[src/rtl/uart_8250.sv]
// uart_8250: COM1-style, 8250 register-compatible serial port front end.
// The serial line itself is abstracted away: received bytes arrive on a
// valid/ready stream into a small circular buffer, and THR writes leave on
// a valid/ready stream. Divisor latches are stored only, with no baud timing.
//
// Ports:
//   iClk, iRstN          bus clock, asynchronous active-low reset
//   iAddr, iWrData       CPU address / write data
//   iWr, iRd             CPU I/O strobes (level; one effect per rising edge)
//   oRdData, oSel        register read data, read-select for the CPU data mux
//   iRxData, iRxValid    incoming byte stream
//   oRxReady             buffer not full
//   oTxData, oTxValid    outgoing byte stream (held until accepted)
//   iTxReady             consumer accept
//   oIrq                 IRQ4 level request, gated by MCR[3] (OUT2)
//   oDtr, oRts           MCR[0], MCR[1]
module uart_8250 #(
  parameter logic [15:0] BASE     = 16'h03F8,
  parameter int unsigned RX_DEPTH = 16
) (
  input  logic        iClk,
  input  logic        iRstN,
  input  logic [19:0] iAddr,
  input  logic [7:0]  iWrData,
  input  logic        iWr,
  input  logic        iRd,
  output logic [7:0]  oRdData,
  output logic        oSel,
  input  logic [7:0]  iRxData,
  input  logic        iRxValid,
  output logic        oRxReady,
  output logic [7:0]  oTxData,
  output logic        oTxValid,
  input  logic        iTxReady,
  output logic        oIrq,
  output logic        oDtr,
  output logic        oRts
);

  localparam int unsigned AW = $clog2(RX_DEPTH);
  localparam int unsigned CW = AW + 1;
  localparam logic [CW-1:0] FULL_CNT = CW'(RX_DEPTH);

  localparam logic [2:0] OFF_DATA = 3'd0;
  localparam logic [2:0] OFF_IER  = 3'd1;
  localparam logic [2:0] OFF_IIR  = 3'd2;
  localparam logic [2:0] OFF_LCR  = 3'd3;
  localparam logic [2:0] OFF_MCR  = 3'd4;
  localparam logic [2:0] OFF_LSR  = 3'd5;
  localparam logic [2:0] OFF_MSR  = 3'd6;
  localparam logic [2:0] OFF_SCR  = 3'd7;

  localparam logic [7:0] IIR_RX   = 8'h04;
  localparam logic [7:0] IIR_THRE = 8'h02;
  localparam logic [7:0] IIR_NONE = 8'h01;

  // Strobe edge detect
  logic r_wr_q;
  logic r_rd_q;

  // Architectural registers
  logic [3:0] r_ier;
  logic [7:0] r_lcr;
  logic [4:0] r_mcr;
  logic [7:0] r_scr;
  logic [7:0] r_dll;
  logic [7:0] r_dlm;
  logic [7:0] r_tx_data;
  logic       r_tx_valid;
  logic       r_thre_pend;
  logic       r_irq;

  // RX circular buffer
  logic [7:0]    r_rx_mem [RX_DEPTH];
  logic [AW-1:0] r_wptr;
  logic [AW-1:0] r_rptr;
  logic [CW-1:0] r_count;

  logic       w_hit;
  logic [2:0] w_off;
  logic       w_dlab;
  logic       w_we;
  logic       w_re;
  logic       w_dr;
  logic       w_push;
  logic       w_pop;
  logic       w_thr_wr;
  logic       w_ier_wr;
  logic       w_tx_acc;
  logic       w_thre_arm;
  logic       w_iir_ack;
  logic       w_thre_pend_d;
  logic [7:0] w_iir;
  logic [7:0] w_rbr;
  logic [7:0] w_lsr;
  logic       w_unused_addr;

  assign w_unused_addr = ^iAddr[19:16];

  assign w_hit  = (iAddr[15:3] == BASE[15:3]);
  assign w_off  = iAddr[2:0];
  assign w_dlab = r_lcr[7];
  assign oSel   = iRd & w_hit;

  // One effect per strobe assertion, however long the CPU holds it
  assign w_we = iWr & ~r_wr_q & w_hit;
  assign w_re = iRd & ~r_rd_q & w_hit;

  assign w_dr     = (r_count != '0);
  assign oRxReady = (r_count != FULL_CNT);
  assign w_push   = iRxValid & oRxReady;
  assign w_pop    = w_re & (w_off == OFF_DATA) & ~w_dlab & w_dr;

  assign w_thr_wr = w_we & (w_off == OFF_DATA) & ~w_dlab;
  assign w_ier_wr = w_we & (w_off == OFF_IER) & ~w_dlab;
  assign w_tx_acc = r_tx_valid & iTxReady;

  // Enabling the THRE interrupt while the holding register is already empty
  // must raise it immediately, as on a real 8250.
  assign w_thre_arm = w_ier_wr & ~r_ier[1] & iWrData[1] & ~r_tx_valid;

  always_comb begin
    w_iir = IIR_NONE;
    if (r_ier[0] && w_dr) begin
      w_iir = IIR_RX;
    end else if (r_ier[1] && r_thre_pend) begin
      w_iir = IIR_THRE;
    end
  end

  assign w_iir_ack = w_re & (w_off == OFF_IIR) & (w_iir == IIR_THRE);

  // Later assignments take priority: a THR write always leaves pending clear.
  always_comb begin
    w_thre_pend_d = r_thre_pend;
    if (w_iir_ack) begin
      w_thre_pend_d = 1'b0;
    end
    if (w_tx_acc || w_thre_arm) begin
      w_thre_pend_d = 1'b1;
    end
    if (w_thr_wr) begin
      w_thre_pend_d = 1'b0;
    end
  end

  always_ff @(posedge iClk or negedge iRstN) begin
    if (!iRstN) begin
      r_wr_q <= 1'b0;
      r_rd_q <= 1'b0;
    end else begin
      r_wr_q <= iWr;
      r_rd_q <= iRd;
    end
  end

  always_ff @(posedge iClk or negedge iRstN) begin
    if (!iRstN) begin
      r_ier <= 4'h0;
      r_lcr <= 8'h00;
      r_mcr <= 5'h00;
      r_scr <= 8'h00;
      r_dll <= 8'h0C;
      r_dlm <= 8'h00;
    end else if (w_we) begin
      case (w_off)
        OFF_DATA: if (w_dlab) r_dll <= iWrData;
        OFF_IER: begin
          if (w_dlab) r_dlm <= iWrData;
          else        r_ier <= iWrData[3:0];
        end
        OFF_LCR: r_lcr <= iWrData;
        OFF_MCR: r_mcr <= iWrData[4:0];
        OFF_SCR: r_scr <= iWrData;
        default: ;
      endcase
    end
  end

  // A THR write in the same cycle as acceptance wins: the new byte stays valid.
  always_ff @(posedge iClk or negedge iRstN) begin
    if (!iRstN) begin
      r_tx_data   <= 8'h00;
      r_tx_valid  <= 1'b0;
      r_thre_pend <= 1'b0;
    end else begin
      r_thre_pend <= w_thre_pend_d;
      if (w_thr_wr) begin
        r_tx_data  <= iWrData;
        r_tx_valid <= 1'b1;
      end else if (w_tx_acc) begin
        r_tx_valid <= 1'b0;
      end
    end
  end

  always_ff @(posedge iClk or negedge iRstN) begin
    if (!iRstN) begin
      r_irq <= 1'b0;
    end else begin
      r_irq <= ~w_iir[0] & r_mcr[3];
    end
  end

  // Buffer storage needs no reset; pointers and count define what is valid.
  always_ff @(posedge iClk) begin
    if (w_push) begin
      r_rx_mem[r_wptr] <= iRxData;
    end
  end

  always_ff @(posedge iClk or negedge iRstN) begin
    if (!iRstN) begin
      r_wptr  <= '0;
      r_rptr  <= '0;
      r_count <= '0;
    end else begin
      if (w_push) r_wptr <= r_wptr + AW'(1);
      if (w_pop)  r_rptr <= r_rptr + AW'(1);
      case ({w_push, w_pop})
        2'b10:   r_count <= r_count + CW'(1);
        2'b01:   r_count <= r_count - CW'(1);
        default: ;
      endcase
    end
  end

  assign w_rbr = w_dr ? r_rx_mem[r_rptr] : 8'h00;
  assign w_lsr = {1'b0, ~r_tx_valid, ~r_tx_valid, 4'b0000, w_dr};

  always_comb begin
    oRdData = 8'h00;
    if (w_hit) begin
      case (w_off)
        OFF_DATA: oRdData = w_dlab ? r_dll : w_rbr;
        OFF_IER:  oRdData = w_dlab ? r_dlm : {4'h0, r_ier};
        OFF_IIR:  oRdData = w_iir;
        OFF_LCR:  oRdData = r_lcr;
        OFF_MCR:  oRdData = {3'b000, r_mcr};
        OFF_LSR:  oRdData = w_lsr;
        OFF_MSR:  oRdData = 8'hB0;
        OFF_SCR:  oRdData = r_scr;
        default:  oRdData = 8'h00;
      endcase
    end
  end

  assign oTxData  = r_tx_data;
  assign oTxValid = r_tx_valid;
  assign oIrq     = r_irq;
  assign oDtr     = r_mcr[0];
  assign oRts     = r_mcr[1];

endmodule

[config.mk]
export PLATFORM = sky130hd
export DESIGN_NAME = uart_8250
export DESIGN_NICKNAME = d
export VERILOG_FILES = /design/src/rtl/uart_8250.sv
export SDC_FILE = /design/constraint.sdc
export NUM_CORES = 1
export LEC_CHECK = 0
export BUFFER_PORTS_ARGS = -buffer_cell sky130_fd_sc_hd__buf_2
export CORE_ASPECT_RATIO = 1.1
export CORE_UTILIZATION = 55
export CTS_BUF_LIST = sky130_fd_sc_hd__clkbuf_8 sky130_fd_sc_hd__clkbuf_16
export DETAILED_ROUTE_END_ITERATION = 8
export PLACE_DENSITY = 0.81
export SLEW_MARGIN = 10
export SYNTH_ARGS = -nofsm -noshare
export SYNTH_HDL_FRONTEND = slang
export SYNTH_SLANG_ARGS = --single-unit
[constraint.sdc]
create_clock -name iClk -period 8.45 [get_ports iClk]
set_input_delay 2.535 -clock iClk [delete_from_list [all_inputs] [get_ports iClk]]
set_output_delay 2.535 -clock iClk [all_outputs]
set_load 0.05 [all_outputs]
==> results by group <==
Yosys
  • Synthesized cell area: 8460 um2
  • Netlist cell types: 57
  • Syn Area/Cell: 15.8 um2
  • Share of flip-flops with an asynchronous set or reset: 34.4%
  • Post-Syn Instances: 536
  • Main synth FF type: edfxtp_1
  • Net Count, Synth: 588
  • Synth Register Bits: 195
  • Post-synth EDFFs: 128
  • Register area share after synthesis: 65.3%
  • YS warnings: 0

Final layout
  • Final core utilization: 63.0%
  • Layout cell share with drive strength beyond 1: 31.8%
  • ANT cells: 0
  • Register area: 5520 um2
  • Final Cell Area: 9490 um2
  • Finished Layout Cells: 806
  • Multi-input gate area: 2750 um2
  • Fill count: 1080
  • Nets@finish: 649
  • Area growth syn-to-layout: 12.1%

Route
  • Avg WL per Cell: 21.3 um
  • Drt via density: 6.09
  • DRC: 0
  • Routed Wire Length: 17.2 mm
  • Drt first pass iters: 5
  • Number of routed nets with antenna violations: 0
  • Vias post-DR: 4912
  • DR iter-0 viols: 707

STA
  • Final worst path period need: 6880 ps
  • FMAX: 145 MHz
  • Final setup viols: 0
  • Worst slew pin tran: 926 ps
  • Final hold violations: 0
  • Max_slew headroom: 38.1%
  • RSZ-0062 raised after global routing: false
  • Fin Setup TNS: 0 ps
  • Max Slew Vio Count: 0
  • Skew final: 8.35 ps
  • Part of the cycle the worst path needs: 81.4%

Clock tree
  • Clock Tree Buf Depth: 2
  • CTS Buf Count: 17
  • Post-CTS Resized: 0
  • Post-CTS Hold Buffers: 0
  • Worst-path clk slew: 60 ps
  • Clock root buffer: clkbuf_16
  • CTS sink cnt: 195
  • TritonCTS clock tree: built
  • Post-CTS setup buffers: 0
  • # H-tree levels: 4
  • Clk_lat worst skew: 430 ps

Global routing
  • First-pass GRT wire length: 26.9 mm
  • Number of global-route vias before repair: 4991
  • Antenna violations before repair: 0
  • Total gr overflow: 0
  • GRT Total Usage: 23.2%
  • Largest net degree at the start of global routing: 68

Die
  • Starting Density: 56.2%
  • Die width: 120 um
  • Placement Rows: 47
  • Core area: 15100 um2
  • IO Pins: 64
  • Die height: 132 um
  • Die footprint: 15900 um2

Worst setup path
  • Slack of the worst reg-to-reg path: 5400 ps
  • CP required: 5920 ps
  • Data arrival, critical path: 4340 ps
  • Crit Path Category: input port to output pin
  • Top cell by count, worst path: buf_2
  • CP max FO: 16
  • Critical-path top delay cell: nor3b_1
  • Crit. End Element: output pin
  • Worst path cell trace: buf_2, nor3b_1, nand3_1, nand2b_1, a221oi_1, buf_2
  • CP bufs+invs: 2
  • Slowest stage delay, CP: 570 ps
  • Delay-heaviest family, CP: simple AND/OR/NAND/NOR gates
  • CP startpoint kind: input port

Pwr
  • Pwr dens: 226 nW/um2
  • Worst vdd ir: 0.270 mV
  • Leakage power: 3.66 nW

Placed design
  • Placed cells: 774
  • Port Buf Inserts: 59
  • Routability Congestion: 0.875
  • Post-DP Area: 8930 um2
  • Hpwl dp: 11.2 mm

Worst hold path
  • Hold Crit Class: flop to flop

Flow run
  • Max-cap violations: 0

Status
  • Run status: completed
## power breakdown
part	internal, mW	leakage [nW]	total (mW)	switching, mW
logic	0.0847	1.32	0.235	0.150
clock network	0.409	0.282	0.759	0.349
registers	1.10	2.06	1.15	0.0457
## worst register-to-register path: cells and delay by family, from the launching register on
family                     cells  cell delay, ps
DFF                            1             440
adders and majority gates      2             580
and+or+nand+nor                4            1110
xor gates and xnor gates       1             180
AOI/OAI and AO/OA              3             660
## synthesized netlist by cell type (4+ instances only)
cell type	number	area share [%]
dfrtp_1	65	19
xnor2_1	7	0.72
clkbuf_1	13	0.58
nand4_1	5	0.37
nor2_1	24	1.1
mux2i_1	8	0.95
a221oi_1	7	0.72
edfxtp_1	128	45
buf_2	5	0.30
a21oi_1	11	0.65
nand2_1	29	1.3
mux4_2	23	6.1
o21ai_0	14	0.83
nor2b_1	12	0.89
nor3_1	14	0.83
mux4_1	5	1.6
a2111oi_0	4	0.41
mux2_2	64	8.5
nand3_1	6	0.35
ha_1	9	1.3
nand2b_1	11	0.81
buf_1	4	0.18
o22ai_1	5	0.37
inv_1	14	0.62
a211oi_1	6	0.53
## sequential cells by signal, summed over array words and instances, names as in the netlist, 5 cells and up
name	flops
r_rx_mem	128
oTxData	8
r_dll	8
r_dlm	8
r_lcr	8
r_scr	8
r_count	5
r_mcr	5
## path summary, 6_finish.rpt
check | startpoint | depth (start not counted) | to
max in group asynchronous | iRstN | 2 | r_rptr[0]
min in group asynchronous | iRstN | 2 | oTxData[2]
min | r_scr[0] | 1 | r_scr[0]
max | iAddr[1] | 6 | oRdData[1]
max reg2reg | r_count[0] | 10 | r_count[4]
min reg2reg | r_scr[0] | 1 | r_scr[0]
## final cells by class
class / count / share of cell area [%]
multi-input cells: 301 / 28.9
inverters: 14 / 0.554
well taps: 196 / 2.58
flip-flops and latches: 195 / 58.2
clock inverters: 15 / 1.38
repair buffers: 68 / 3.82
clock buffers: 17 / 4.48
## kinds of logic after synthesis
group | Yosys count | share of synthesized area (%)
muxes | 101 | 17.3
adders and majority gates | 10 | 1.57
DFF | 195 | 65.3
buffers and inverters | 40 | 2.26
AOI/OAI and AO/OA | 62 | 5.19
and+or+nand+nor | 118 | 7.39
xor gates and xnor gates | 10 | 1.04
## layout by cell type (no fill, tap or decap), types with 3 or more instances in the layout
master     count
nand4_1        5
clkinv_4       3
xor2_1         3
nor2b_1       12
nand2b_1      11
buf_4          9
edfxtp_1     128
inv_6          3
nand3_1        6
mux2i_1        8
a221oi_1       7
o22ai_1        5
xnor2_1        7
ha_1           9
mux4_2        23
inv_1         15
mux4_1         5
mux2_2        64
a211oi_1       6
a2111oi_0      4
nor3_1        14
clkinv_2       3
o21ai_0       14
a21oi_1       11
clkbuf_16     17
dfrtp_1       64
nor2_1        24
nand2_1       29
buf_2         59
## per-layer routing
| metal | vias up | part of all wire [%] | wire length [um] | GRT usage, % |
|---|---|---|---|---|
| met4 | 0 | 2.2 | 371 | 9.33 |
| met2 | 215 | 52 | 8920 | 39.3 |
| li1 | 2184 | - | - | - |
| met5 | - | 0 | 0 | 0 |
| met3 | 35 | 6.3 | 1080 | 5.23 |
| met1 | 2478 | 40 | 6790 | 28.8 |
## stage by stage
step	hold slack (ps)	worst slack [ps]	power, mW
floorplan	474	1320	1.31
global placement	484	1600	1.38
detailed placement	493	1600	1.40
CTS	508	1580	2.15
global route	524	1400	2.22
finish	504	1570	2.14
Power figures use the tool's default switching activity.
